## src/rtl/mc_ctrl_fsm_pkg.sv

```systemverilog
// Shared encodings for the multi-cycle MIPS control sequencer: states, opcodes,
// funct codes, EXT/ALU/PC/write-data selects and the decoded control bundle.
package mc_ctrl_fsm_pkg;

  typedef enum logic [2:0] {S_IF, S_ID, S_EXE, S_MEM, S_WB} state_e;

  typedef enum logic [2:0] {C_ALU, C_BEQ, C_J, C_LW, C_SW} cls_e;

  localparam logic [5:0] OP_RTYPE = 6'h00;
  localparam logic [5:0] OP_J     = 6'h02;
  localparam logic [5:0] OP_BEQ   = 6'h04;
  localparam logic [5:0] OP_ADDI  = 6'h08;
  localparam logic [5:0] OP_ADDIU = 6'h09;
  localparam logic [5:0] OP_ANDI  = 6'h0C;
  localparam logic [5:0] OP_ORI   = 6'h0D;
  localparam logic [5:0] OP_LUI   = 6'h0F;
  localparam logic [5:0] OP_LW    = 6'h23;
  localparam logic [5:0] OP_SW    = 6'h2B;

  localparam logic [5:0] FN_ADD  = 6'h20;
  localparam logic [5:0] FN_ADDU = 6'h21;
  localparam logic [5:0] FN_SUB  = 6'h22;
  localparam logic [5:0] FN_SUBU = 6'h23;
  localparam logic [5:0] FN_AND  = 6'h24;
  localparam logic [5:0] FN_OR   = 6'h25;
  localparam logic [5:0] FN_XOR  = 6'h26;
  localparam logic [5:0] FN_NOR  = 6'h27;
  localparam logic [5:0] FN_SLT  = 6'h2A;
  localparam logic [5:0] FN_SLTU = 6'h2B;

  localparam logic [1:0] EXT_ZERO    = 2'b00;
  localparam logic [1:0] EXT_SIGNED  = 2'b01;
  localparam logic [1:0] EXT_HIGHPOS = 2'b10;

  localparam logic [3:0] ALU_NOP  = 4'd0;
  localparam logic [3:0] ALU_ADD  = 4'd1;
  localparam logic [3:0] ALU_SUB  = 4'd2;
  localparam logic [3:0] ALU_AND  = 4'd3;
  localparam logic [3:0] ALU_OR   = 4'd4;
  localparam logic [3:0] ALU_XOR  = 4'd5;
  localparam logic [3:0] ALU_NOR  = 4'd6;
  localparam logic [3:0] ALU_SLT  = 4'd7;
  localparam logic [3:0] ALU_SLTU = 4'd8;

  localparam logic [1:0] PC_PLUS4  = 2'b00;
  localparam logic [1:0] PC_BRANCH = 2'b01;
  localparam logic [1:0] PC_JUMP   = 2'b10;

  localparam logic [1:0] WD_ALU = 2'b00;
  localparam logic [1:0] WD_DM  = 2'b01;
  localparam logic [1:0] WD_IMM = 2'b10;

  typedef struct packed {
    cls_e       cls;
    logic [1:0] ext_op;
    logic [3:0] alu_op;
    logic       alu_src;
    logic       reg_dst;
    logic [1:0] wd_sel;
  } ctrl_t;

  localparam ctrl_t CTRL_IDLE = '{cls: C_ALU, ext_op: EXT_ZERO, alu_op: ALU_ADD,
                                  alu_src: 1'b0, reg_dst: 1'b0, wd_sel: WD_ALU};

  // Returns {valid, alu_op} for an R-type funct field.
  function automatic logic [4:0] r_alu(input logic [5:0] funct);
    case (funct)
      FN_ADD, FN_ADDU: return {1'b1, ALU_ADD};
      FN_SUB, FN_SUBU: return {1'b1, ALU_SUB};
      FN_AND:          return {1'b1, ALU_AND};
      FN_OR:           return {1'b1, ALU_OR};
      FN_XOR:          return {1'b1, ALU_XOR};
      FN_NOR:          return {1'b1, ALU_NOR};
      FN_SLT:          return {1'b1, ALU_SLT};
      FN_SLTU:         return {1'b1, ALU_SLTU};
      default:         return {1'b0, ALU_NOP};
    endcase
  endfunction

endpackage

```

## src/rtl/mc_ctrl_fsm_if.sv

```systemverilog
// Controller <-> datapath signal bundle. master = sequencer, slave = datapath.
interface mc_ctrl_fsm_if #(
  parameter int unsigned ALUOP_W = 4
);
  logic [5:0]         opcode;
  logic [5:0]         funct;
  logic               zero;
  logic               mem_rdy;
  logic               pc_wr;
  logic [1:0]         pc_src;
  logic               ir_wr;
  logic               reg_wr;
  logic               reg_dst;
  logic [1:0]         wd_sel;
  logic               alu_src;
  logic [ALUOP_W-1:0] alu_op;
  logic [1:0]         ext_op;
  logic               mem_req;
  logic               mem_we;
  logic               illegal;
  logic               mem_err;
  logic               instr_done;

  modport master (
    input  opcode, funct, zero, mem_rdy,
    output pc_wr, pc_src, ir_wr, reg_wr, reg_dst, wd_sel, alu_src, alu_op,
           ext_op, mem_req, mem_we, illegal, mem_err, instr_done
  );

  modport slave (
    output opcode, funct, zero, mem_rdy,
    input  pc_wr, pc_src, ir_wr, reg_wr, reg_dst, wd_sel, alu_src, alu_op,
           ext_op, mem_req, mem_we, illegal, mem_err, instr_done
  );
endinterface

```

## src/rtl/mc_ctrl_decode.sv

```systemverilog
// Combinational opcode/funct decoder producing the datapath control bundle and
// an illegal flag for undecoded opcodes or R-type funct values.
module mc_ctrl_decode
  import mc_ctrl_fsm_pkg::*;
(
  input  logic [5:0] opcode,
  input  logic [5:0] funct,
  output ctrl_t      ctrl,
  output logic       illegal
);

  logic [4:0] rdec;

  always_comb begin
    rdec    = r_alu(funct);
    ctrl    = CTRL_IDLE;
    illegal = 1'b0;
    case (opcode)
      OP_RTYPE: begin
        if (rdec[4]) begin
          ctrl.reg_dst = 1'b1;
          ctrl.alu_op  = rdec[3:0];
        end else begin
          illegal = 1'b1;
        end
      end
      OP_J: ctrl.cls = C_J;
      OP_BEQ: begin
        ctrl.cls    = C_BEQ;
        ctrl.ext_op = EXT_SIGNED;
        ctrl.alu_op = ALU_SUB;
      end
      OP_ADDI, OP_ADDIU: begin
        ctrl.ext_op  = EXT_SIGNED;
        ctrl.alu_src = 1'b1;
      end
      OP_ANDI: begin
        ctrl.alu_op  = ALU_AND;
        ctrl.alu_src = 1'b1;
      end
      OP_ORI: begin
        ctrl.alu_op  = ALU_OR;
        ctrl.alu_src = 1'b1;
      end
      OP_LUI: begin
        ctrl.ext_op  = EXT_HIGHPOS;
        ctrl.alu_src = 1'b1;
        ctrl.wd_sel  = WD_IMM;
      end
      OP_LW: begin
        ctrl.cls     = C_LW;
        ctrl.ext_op  = EXT_SIGNED;
        ctrl.alu_src = 1'b1;
        ctrl.wd_sel  = WD_DM;
      end
      OP_SW: begin
        ctrl.cls     = C_SW;
        ctrl.ext_op  = EXT_SIGNED;
        ctrl.alu_src = 1'b1;
      end
      default: illegal = 1'b1;
    endcase
  end

endmodule

```

## src/rtl/mc_ctrl_fsm.sv

```systemverilog
// Multi-cycle MIPS control sequencer (IF->ID->EXE->MEM->WB) with memory-wait timeout.
// Optional MC_CTRL_PERF_EN adds free-running cycle and retired-instruction counters.
module mc_ctrl_fsm
  import mc_ctrl_fsm_pkg::*;
#(
  parameter int unsigned ALUOP_W = 4,
  parameter int unsigned MEM_TMO = 15
) (
  input  logic        clk,
  input  logic        rstn,
  mc_ctrl_fsm_if.master bus
`ifdef MC_CTRL_PERF_EN
  ,
  output logic [31:0] cyc_cnt,
  output logic [31:0] ins_cnt
`endif
);

  localparam int unsigned CW = (MEM_TMO < 2) ? 1 : $clog2(MEM_TMO + 1);

  state_e        state;
  ctrl_t         dec;
  ctrl_t         dreg;
  logic          dec_ill;
  logic [CW-1:0] wcnt;
  logic          ir_wr_q, pc_wr_q, reg_wr_q, mem_req_q, mem_we_q, done_q, beq_q;
  logic [1:0]    pc_src_q;
  logic          in_id, in_mem, ill_hit, tmo_hit, done;

  mc_ctrl_decode u_dec (
    .opcode  (bus.opcode),
    .funct   (bus.funct),
    .ctrl    (dec),
    .illegal (dec_ill)
  );

  assign in_id   = (state == S_ID);
  assign in_mem  = (state == S_MEM);
  assign ill_hit = in_id & dec_ill;
  assign tmo_hit = (MEM_TMO != 0) && in_mem && !bus.mem_rdy && (wcnt == CW'(MEM_TMO));

  // Outputs are registered on state entry; only the terms that depend on inputs
  // arriving inside a state (zero, mem_rdy, the ID decode) are merged combinationally.
  always_ff @(posedge clk or negedge rstn) begin
    if (!rstn) begin
      state     <= S_IF;
      dreg      <= CTRL_IDLE;
      wcnt      <= '0;
      ir_wr_q   <= 1'b0;
      pc_wr_q   <= 1'b0;
      reg_wr_q  <= 1'b0;
      mem_req_q <= 1'b0;
      mem_we_q  <= 1'b0;
      done_q    <= 1'b0;
      beq_q     <= 1'b0;
      pc_src_q  <= PC_PLUS4;
    end else begin
      ir_wr_q  <= 1'b0;
      pc_wr_q  <= 1'b0;
      reg_wr_q <= 1'b0;
      done_q   <= 1'b0;
      beq_q    <= 1'b0;
      pc_src_q <= PC_PLUS4;
      case (state)
        S_IF: begin
          // Coming out of reset the fetch strobes are low, so spend one cycle raising them.
          if (ir_wr_q) begin
            state <= S_ID;
          end else begin
            ir_wr_q <= 1'b1;
            pc_wr_q <= 1'b1;
          end
        end
        S_ID: begin
          if (dec_ill) begin
            state   <= S_IF;
            ir_wr_q <= 1'b1;
            pc_wr_q <= 1'b1;
            dreg    <= CTRL_IDLE;
          end else begin
            state <= S_EXE;
            dreg  <= dec;
            case (dec.cls)
              C_BEQ: begin
                beq_q    <= 1'b1;
                pc_src_q <= PC_BRANCH;
                done_q   <= 1'b1;
              end
              C_J: begin
                pc_wr_q  <= 1'b1;
                pc_src_q <= PC_JUMP;
                done_q   <= 1'b1;
              end
              default: ;
            endcase
          end
        end
        S_EXE: begin
          case (dreg.cls)
            C_BEQ, C_J: begin
              state   <= S_IF;
              ir_wr_q <= 1'b1;
              pc_wr_q <= 1'b1;
              dreg    <= CTRL_IDLE;
            end
            C_LW, C_SW: begin
              state     <= S_MEM;
              mem_req_q <= 1'b1;
              mem_we_q  <= (dreg.cls == C_SW);
              wcnt      <= '0;
            end
            default: begin
              state    <= S_WB;
              reg_wr_q <= 1'b1;
              done_q   <= 1'b1;
            end
          endcase
        end
        S_MEM: begin
          if (bus.mem_rdy) begin
            mem_req_q <= 1'b0;
            mem_we_q  <= 1'b0;
            if (dreg.cls == C_LW) begin
              state    <= S_WB;
              reg_wr_q <= 1'b1;
              done_q   <= 1'b1;
            end else begin
              state   <= S_IF;
              ir_wr_q <= 1'b1;
              pc_wr_q <= 1'b1;
              dreg    <= CTRL_IDLE;
            end
          end else if (tmo_hit) begin
            mem_req_q <= 1'b0;
            mem_we_q  <= 1'b0;
            state     <= S_IF;
            ir_wr_q   <= 1'b1;
            pc_wr_q   <= 1'b1;
            dreg      <= CTRL_IDLE;
          end else begin
            wcnt <= wcnt + CW'(1);
          end
        end
        S_WB: begin
          state   <= S_IF;
          ir_wr_q <= 1'b1;
          pc_wr_q <= 1'b1;
          dreg    <= CTRL_IDLE;
        end
        default: state <= S_IF;
      endcase
    end
  end

  assign done = done_q | ill_hit | (in_mem & bus.mem_rdy & (dreg.cls == C_SW)) | tmo_hit;

  assign bus.ir_wr      = ir_wr_q;
  assign bus.pc_wr      = pc_wr_q | (beq_q & bus.zero);
  assign bus.pc_src     = pc_src_q;
  assign bus.reg_wr     = reg_wr_q;
  assign bus.reg_dst    = in_id ? dec.reg_dst : dreg.reg_dst;
  assign bus.wd_sel     = in_id ? dec.wd_sel : dreg.wd_sel;
  assign bus.alu_src    = in_id ? dec.alu_src : dreg.alu_src;
  assign bus.alu_op     = ALUOP_W'(in_id ? dec.alu_op : dreg.alu_op);
  assign bus.ext_op     = in_id ? dec.ext_op : dreg.ext_op;
  assign bus.mem_req    = mem_req_q & ~tmo_hit;
  assign bus.mem_we     = mem_we_q & ~tmo_hit;
  assign bus.illegal    = ill_hit;
  assign bus.mem_err    = tmo_hit;
  assign bus.instr_done = done;

`ifdef MC_CTRL_PERF_EN
  always_ff @(posedge clk or negedge rstn) begin
    if (!rstn) begin
      cyc_cnt <= '0;
      ins_cnt <= '0;
    end else begin
      cyc_cnt <= cyc_cnt + 32'd1;
      if (done) ins_cnt <= ins_cnt + 32'd1;
    end
  end
`endif

endmodule

```

## src/flat_wrapper.sv

```systemverilog
// flat-port wrapper written by rule: the top's interface ports become plain ports
module mc_ctrl_fsm_flat import mc_ctrl_fsm_pkg::*;
#(
  parameter int unsigned ALUOP_W = 4,
  parameter int unsigned MEM_TMO = 15
)
  (clk, rstn, bus_opcode, bus_funct, bus_zero, bus_mem_rdy, bus_pc_wr, bus_pc_src, bus_ir_wr, bus_reg_wr, bus_reg_dst, bus_wd_sel, bus_alu_src, bus_alu_op, bus_ext_op, bus_mem_req, bus_mem_we, bus_illegal, bus_mem_err, bus_instr_done);
  mc_ctrl_fsm_if #(.ALUOP_W(ALUOP_W)) bus_i ();
  input  logic clk;
  input  logic rstn;
  input wire logic [$bits(bus_i.opcode)-1:0] bus_opcode;
  input wire logic [$bits(bus_i.funct)-1:0] bus_funct;
  input wire logic [$bits(bus_i.zero)-1:0] bus_zero;
  input wire logic [$bits(bus_i.mem_rdy)-1:0] bus_mem_rdy;
  output wire logic [$bits(bus_i.pc_wr)-1:0] bus_pc_wr;
  output wire logic [$bits(bus_i.pc_src)-1:0] bus_pc_src;
  output wire logic [$bits(bus_i.ir_wr)-1:0] bus_ir_wr;
  output wire logic [$bits(bus_i.reg_wr)-1:0] bus_reg_wr;
  output wire logic [$bits(bus_i.reg_dst)-1:0] bus_reg_dst;
  output wire logic [$bits(bus_i.wd_sel)-1:0] bus_wd_sel;
  output wire logic [$bits(bus_i.alu_src)-1:0] bus_alu_src;
  output wire logic [$bits(bus_i.alu_op)-1:0] bus_alu_op;
  output wire logic [$bits(bus_i.ext_op)-1:0] bus_ext_op;
  output wire logic [$bits(bus_i.mem_req)-1:0] bus_mem_req;
  output wire logic [$bits(bus_i.mem_we)-1:0] bus_mem_we;
  output wire logic [$bits(bus_i.illegal)-1:0] bus_illegal;
  output wire logic [$bits(bus_i.mem_err)-1:0] bus_mem_err;
  output wire logic [$bits(bus_i.instr_done)-1:0] bus_instr_done;
  assign bus_i.opcode = bus_opcode;
  assign bus_i.funct = bus_funct;
  assign bus_i.zero = bus_zero;
  assign bus_i.mem_rdy = bus_mem_rdy;
  assign bus_pc_wr = bus_i.pc_wr;
  assign bus_pc_src = bus_i.pc_src;
  assign bus_ir_wr = bus_i.ir_wr;
  assign bus_reg_wr = bus_i.reg_wr;
  assign bus_reg_dst = bus_i.reg_dst;
  assign bus_wd_sel = bus_i.wd_sel;
  assign bus_alu_src = bus_i.alu_src;
  assign bus_alu_op = bus_i.alu_op;
  assign bus_ext_op = bus_i.ext_op;
  assign bus_mem_req = bus_i.mem_req;
  assign bus_mem_we = bus_i.mem_we;
  assign bus_illegal = bus_i.illegal;
  assign bus_mem_err = bus_i.mem_err;
  assign bus_instr_done = bus_i.instr_done;
  mc_ctrl_fsm #(.ALUOP_W(ALUOP_W), .MEM_TMO(MEM_TMO)) u_core (.clk(clk), .rstn(rstn), .bus(bus_i));
endmodule
```

## config.mk

```make
export PLATFORM = sky130hd
export DESIGN_NAME = mc_ctrl_fsm_flat
export DESIGN_NICKNAME = d
export VERILOG_FILES = /design/src/rtl/mc_ctrl_fsm_pkg.sv /design/src/rtl/mc_ctrl_fsm_if.sv /design/src/rtl/mc_ctrl_decode.sv /design/src/rtl/mc_ctrl_fsm.sv /design/src/flat_wrapper.sv
export SDC_FILE = /design/constraint.sdc
export NUM_CORES = 1
export LEC_CHECK = 0
export ABC_AREA = 1
export ABC_CLOCK_PERIOD_IN_PS = 1300
export CORE_UTILIZATION = 33
export DETAILED_ROUTE_END_ITERATION = 8
export MAX_ROUTING_LAYER = met4
export SLEW_MARGIN = 10
export SYNTH_ARGS = -nofsm -noshare
export SYNTH_HDL_FRONTEND = slang
export SYNTH_HIERARCHICAL = 1
export SYNTH_SLANG_ARGS = --single-unit
export TNS_END_PERCENT = 20
```

## constraint.sdc

```tcl
create_clock -name clk -period 1.3 [get_ports clk]
set_clock_uncertainty 0.05 [all_clocks]
set_input_delay 0.13 -clock clk [delete_from_list [all_inputs] [get_ports clk]]
set_output_delay 0.13 -clock clk [all_outputs]
set_load 0.01 [all_outputs]
```

### Yosys cells after proc, flatten, opt, wreduce, memory -nomap -nowiden

Cells that the tools add are included.
W data, S select, Z words.

| word-level totals | value |
|---|---|
| output and inout port bits | 20 |
| latch bits | 0 |
| word-level logic and storage cells | 147 |
| ROM bits | 0 |
| RAM bits | 0 |
| flip-flop bits (word level) | 29 |
| memories | 0 |

| operators by class | value |
|---|---|
| multiply operators | 0 |
| div/mod/pow operators | 0 |
| magnitude comparators | 0 |
| bitwise logic cells | 11 |
| reductions and logical operators | 20 |
| eq/ne operators | 37 |
| muxes and demuxes | 62 |
| shift operators | 0 |
| add/sub/neg operators | 1 |

Operator list:

| operator | number |
|---|---|
| $eq A6 B6 Y1 const B | 12 |
| $mux W13 | 5 |
| $pmux W13 S4 | 1 |
| $pmux W5 S8 | 1 |
| $eq A6 B4 Y1 const B | 5 |
| $mux W1 | 26 |
| $pmux W3 S4 | 2 |
| $mux W4 | 5 |
| $pmux W4 S4 | 1 |
| $eq A3 B2 Y1 const B | 5 |
| $mux W3 | 4 |
| $pmux W2 S2 | 3 |
| $mux W2 | 5 |
| $pmux W1 S5 | 2 |
| $reduce_or A2 Y1 | 5 |
| $eq A3 B1 Y1 const B | 3 |
| $reduce_or A9 Y1 | 1 |
| $pmux W1 S2 | 4 |
| $pmux W4 S2 | 1 |
| $reduce_and A4 Y1 | 2 |
| $reduce_or A7 Y1 | 1 |
| $and A1 B1 Y1 | 6 |
| $eq A3 B3 Y1 const B | 2 |
| $eq A6 B2 Y1 const B | 1 |
| 20 further kinds | 28 |

### Depth between registers and ports, before layout

| logic depth | value |
|---|---|
| word-level depth | 9 |
| depth in mapped cells | 14 |
| depth with buffers taken out | 14 |

### Hierarchy

The synthesis kept the hierarchy.

By module, submodules not included:

| module | cells an instance | instances | area an instance (um^2) |
|---|---|---|---|
| mc_ctrl_fsm | 250 | 1 | 1726.7 |
| mc_ctrl_decode | 76 | 1 | 325.3 |

### Least setup slack after synthesis

Ideal clock, no wire load.

| timing path | value |
|---|---|
| path kind | input port to flip-flop |
| from | input bus_funct[4] |
| to | register u_core/dreg[0] (netlist name) |
| arrival | 1435 ps |
| stages | 14 |
| path slack | -250 ps |
| path buffers | 1 |
| library setup time | 65 ps |
| required time | 1185 ps |
| cells stage by stage | inv_1 nand2_1 inv_1 nand2_1 nor2_1 nor2_1 a21oi_2 nor2_1 inv_1 clkbuf_1 nand2_1 nor2_1 nand3_1 nand2_1 |

| between the ends | value |
|---|---|
| cells in the longest elaborated chain, start to end | 7 |
| elaborated cells between the ends (all ways) | 17 |
| those cells by class | eq/ne: 10; mux: 5; reduce/logical: 2 |

Ends and longest elaborated chain:

| what | RTL line | RTL |
|---|---|---|
| start, declared | flat_wrapper.sv:12 | `input wire logic [$bits(bus_i.funct)-1:0] bus_funct;` |
| $eq A6 B6 Y1 | mc_ctrl_fsm_pkg.sv:67 | `case (funct)` |
| $reduce_or A2 Y1 | mc_ctrl_fsm_pkg.sv:67 |  |
| $pmux W5 S8 * | mc_ctrl_fsm_pkg.sv:67 |  |
| $mux W1 * | mc_ctrl_decode.sv:20 | `if (rdec[4]) begin` |
| $pmux W1 S2 * | mc_ctrl_decode.sv:18 | `case (opcode)` |
| named net u_core.dec_ill | mc_ctrl_fsm.sv:24 | `logic dec_ill;` |
| $mux W13 * | mc_ctrl_fsm.sv:75 | `if (dec_ill) begin` |
| $pmux W13 S4 * | mc_ctrl_fsm.sv:64 | `case (state)` |
| end signal, assigned | mc_ctrl_fsm.sv:79 | `dreg <= CTRL_IDLE;` |
| end signal, assigned | mc_ctrl_fsm.sv:82 | `dreg <= dec;` |
| end signal, assigned | mc_ctrl_fsm.sv:104 | `dreg <= CTRL_IDLE;` |
| end, declared | mc_ctrl_fsm.sv:23 | `ctrl_t dreg;` |

Mark *: on every way through the listed nets, which the timed path passes. The rest lies on a longest branch.
A chain may end at the register's enable or synchronous reset.

### Worst setup path in the final report

| timing path | value |
|---|---|
| from | register u_core.wcnt[1] |
| to | output bus_instr_done |

| between the ends | value |
|---|---|
| cells in the longest elaborated chain, start to end | 3 |

Ends and longest elaborated chain:

| what | RTL line | RTL |
|---|---|---|
| start, declared | mc_ctrl_fsm.sv:25 | `logic [CW-1:0] wcnt;` |
| start signal, assigned | mc_ctrl_fsm.sv:141 | `wcnt <= wcnt + CW'(1);` |
| $eq A4 B4 Y1 | mc_ctrl_fsm.sv:40 | `assign tmo_hit = (MEM_TMO != 0) && in_mem && !bus.mem_rdy && (wcnt == CW'(MEM_TMO));` |
| $logic_and A1 B1 Y1 | mc_ctrl_fsm.sv:40 |  |
| $or A1 B1 Y1 | mc_ctrl_fsm.sv:155 | `assign done = done_q \| ill_hit \| (in_mem & bus.mem_rdy & (dreg.cls == C_SW)) \| tmo_hit;` |
| end, declared | flat_wrapper.sv:28 | `output wire logic [$bits(bus_i.instr_done)-1:0] bus_instr_done;` |

No other way between the ends.

==> run_results.csv <==
group,metric,value,unit
setup_path,cp_data_arrival_time,1.48,ns
layout,area_growth,81.22,%
global_routing,grt_first_pass_wirelength,10070,µm
sta,rsz0062_at_grt,"yes",
placement,portBuffers,35,
power,swShare,38.89,%
die,die_h,80.86,µm
sta,max_freq,0.6019,GHz
logic_synthesis,synthCells,326,
detailed_routing,wl_per_cell,12.82,µm
die,coreArea,5956,µm²
logic_synthesis,avgSynthCellArea,6.294,µm²
die,pin_count,36,
min_path,hp-class,"in -> async",
die,rows,28,
detailed_routing,wl,6767,µm
global_routing,overflow,0,
layout,final_cells,528,
cts,htreeDepth,2,
detailed_routing,wl_met2,3503,µm
setup_path,cp-end-kind,"output pin",
power,seqPwrFrac,25.8,%
logic_synthesis,ys_types,25,
global_routing,antenna_found_initial,0,
sta,tightest_slew,0.2857,ns
cts,insertion_delay,0.29,ns
logic_synthesis,syn_nets,343,
flow_run,drv_cap,0,
logic_synthesis,synth_top_cell_by_area,"dfrtp_1",
layout,antenna_cells,0,
detailed_routing,vias,2545,
setup_path,worstPathRequired,1.12,ns
status,violations,"setup timing",
power,comb_power_share,56.8,%
sta,setup_violations,44,
layout,final_cell_mix,"74 x nand2_1, 73 x buf_4, 32 x inv_1",
setup_path,critPathBufInv,3,
cts,cts_tree,"yes",
detailed_routing,drt-met1-wl,2853,µm
detailed_routing,ant_nets,0,
logic_synthesis,yosys_warnings,6,
placement,placed_cells,500,
setup_path,cp_slowest_cell,"dfrtp_1",
die,die_width,80.86,µm
sta,slew_headroom,80.75,%
placement,dp_hpwl,4292,µm
logic_synthesis,synth-seq-cells,29,
detailed_routing,drc_errors,0,
power,p_clk_share,17.4,%
global_routing,track_usage,20.55,%
detailed_routing,dr.first_iter.drc_count,159,
setup_path,path_delay_family,"flip-flops",
setup_path,path_cells,"ha_2 -> nand3_2 -> inv_2 -> nand3_4 -> inv_2 -> nor3_2 -> nand2_1 -> buf_2",
sta,finalHoldViolations,0,
logic_synthesis,yosysSeqAreaShare,35.43,%
power,p_int,2.704,mW
detailed_routing,top_layer_used,"met4",
setup_path,max_stage_delay,0.39,ns
logic_synthesis,syn-cell-area,2052,µm²
cts,clkTransAtPathRegs,0.06,ns
global_routing,grt_max_degree,30,
placement,place.gp.congestion,0.8623,
logic_synthesis,synth_top_cell_area_share,34.15,%
sta,hold_slack,0.1583,ns
global_routing,grt_pass1_vias,2293,
status,status,"finished with violations",
setup_path,start_kind,"flop",
cts,clk_path_buf_depth,2,
power,p_sw,1.721,mW
setup_path,path_common_cell,"inv_2",
cts,cts_made_buffers,5,
sta,fin_crit_sh,127.8,%
layout,final_common_cell,"nand2_1",
power,leakagePower,2.045,nW
sta,slew_violations,0,
sta,setup_slack,-0.3614,ns
setup_path,path_class,"reg -> out",
sta,period_needed,1.661,ns
layout,drive_gt1_share,49.67,%
logic_synthesis,synth_area_leaders,"dfrtp_1 34%, nand2_1 18%, nand3_1 9.5%",
detailed_routing,wl_met3,294,µm
power,power.density,1190,nW/µm²
setup_path,crit_fanout,3,
detailed_routing,via_per_inst,4.820,
die,start_util,34.45,%
cts,clock-sinks,29,
die,die_area,6538,µm²
detailed_routing,drt_pass1_iterations,4,
power,peakVddDrop,0.8117,mV
cts,root_buffer,"clkbuf_8",
setup_path,rrSetupSlack,-0.31,ns
layout,nets,470,
==> synthesized netlist by cell type <==
| cell | instances |
|---|---|
| clkbuf_1 | 2 |
| buf_2 | 5 |
| inv_1 | 46 |
| nand2_1 | 101 |
| inv_2 | 2 |
| ha_1 | 1 |
| nand3_1 | 39 |
| o21ai_0 | 19 |
| dfrtp_1 | 28 |
| a21oi_2 | 1 |
| dfstp_2 | 1 |
| nor2_2 | 1 |
| nor3_1 | 4 |
| xnor2_1 | 1 |
| nor2_4 | 2 |
| nor2_1 | 46 |
| o311ai_0 | 1 |
| a21oi_1 | 2 |
| o21bai_1 | 13 |
| nand2_2 | 1 |
| or2_2 | 1 |
| nand4_1 | 6 |
| a21o_1 | 1 |
| buf_4 | 1 |
| nand3_2 | 1 |
==> state kept, by name, indices dropped and copies added (netlist names), 2 cells and up <==
name	count
u_core/bus.pc_src	2
u_core/dreg	13
u_core/wcnt	4
u_core/state	3
==> path summary, 6_finish.rpt <==
check | end | from | depth (start not counted)
worst min register to register | u_core/mem_we_q | u_core/mem_we_q | 2
worst min-delay path | u_core/done_q | rstn | 2
worst max register to register | u_core/wcnt[0] | u_core/state[1] | 8
min in group clk | u_core/dreg[0] | bus_opcode[3] | 7
max in group asynchronous | u_core/dreg[4] | rstn | 2
worst max-delay path | bus_instr_done | u_core/wcnt[1] | 8
==> power groups by stage <==
| stage | Sequential [mW] | Clock (mW) | Combinational (mW) |
|---|---|---|---|
| after floorplan | 1.17 | 0 | 0.867 |
| after global placement | 1.14 | 0 | 1.78 |
| after detailed placement | 1.15 | 0 | 1.80 |
| after CTS | 1.13 | 0.786 | 1.85 |
| after global routing | 1.15 | 0.829 | 2.70 |
| final | 1.14 | 0.771 | 2.51 |
==> kinds of logic (layout without fill, tap and decap cells) <==
group / count (synthesis) / count (layout) / synth area share, %
xor+xnor: 1 / 1 / 0.4269
flops: 29 / 29 / 35.43
buf+inv: 56 / 183 / 10.73
fa+ha+maj: 1 / 1 / 0.6097
compound gates: 37 / 37 / 11.10
simple gates: 202 / 202 / 41.71
==> what timing repair did <==
action                     in CTS  in global routing
pin swaps                      37                 36
gates cloned                    0                  4
resized for setup             121                118
setup buffers                   5                 14
hold buffers                    0                  0
setup endpoints to repair      49                 45
==> metrics by stage <==
stage / total power, mW / setup TNS, ns / instance area [µm²] / utilization (%) / setup WS (ns)
3_5_place_dp: 2.947 / -29.12 / 3113 / 52.27 / -1.076
4_1_cts: 3.770 / -9.610 / 3293 / 55.29 / -0.3462
5_1_grt: 4.677 / -13.81 / 3719 / 62.44 / -0.4492
6_report: 4.424 / -10.43 / 3719 / 62.44 / -0.3614
3_3_place_gp: 2.923 / -28.28 / 3113 / 52.27 / -1.053
2_1_floorplan: 2.032 / -1.218 / 2112 / - / -0.07076
==> metal layers <==
metal | global-route usage [%] | vias to the layer above
met2 | 35.46 | 65
met1 | 23.87 | 1187
met3 | 3.933 | 12
li1 | - | 1281
met5 | - | -
met4 | 6.607 | 0
==> area by class of cell <==
cell class	instances	area, µm²
repair inverters	1	8.758
inverters	48	197.7
flip-flops and latches	29	728.2
fillers	520	2237
repair buffers	127	1096
multi-input cells	241	1508
clock buffers	7	86.33
well taps	75	93.84
No activity file was read; power rests on OpenSTA's default activity.
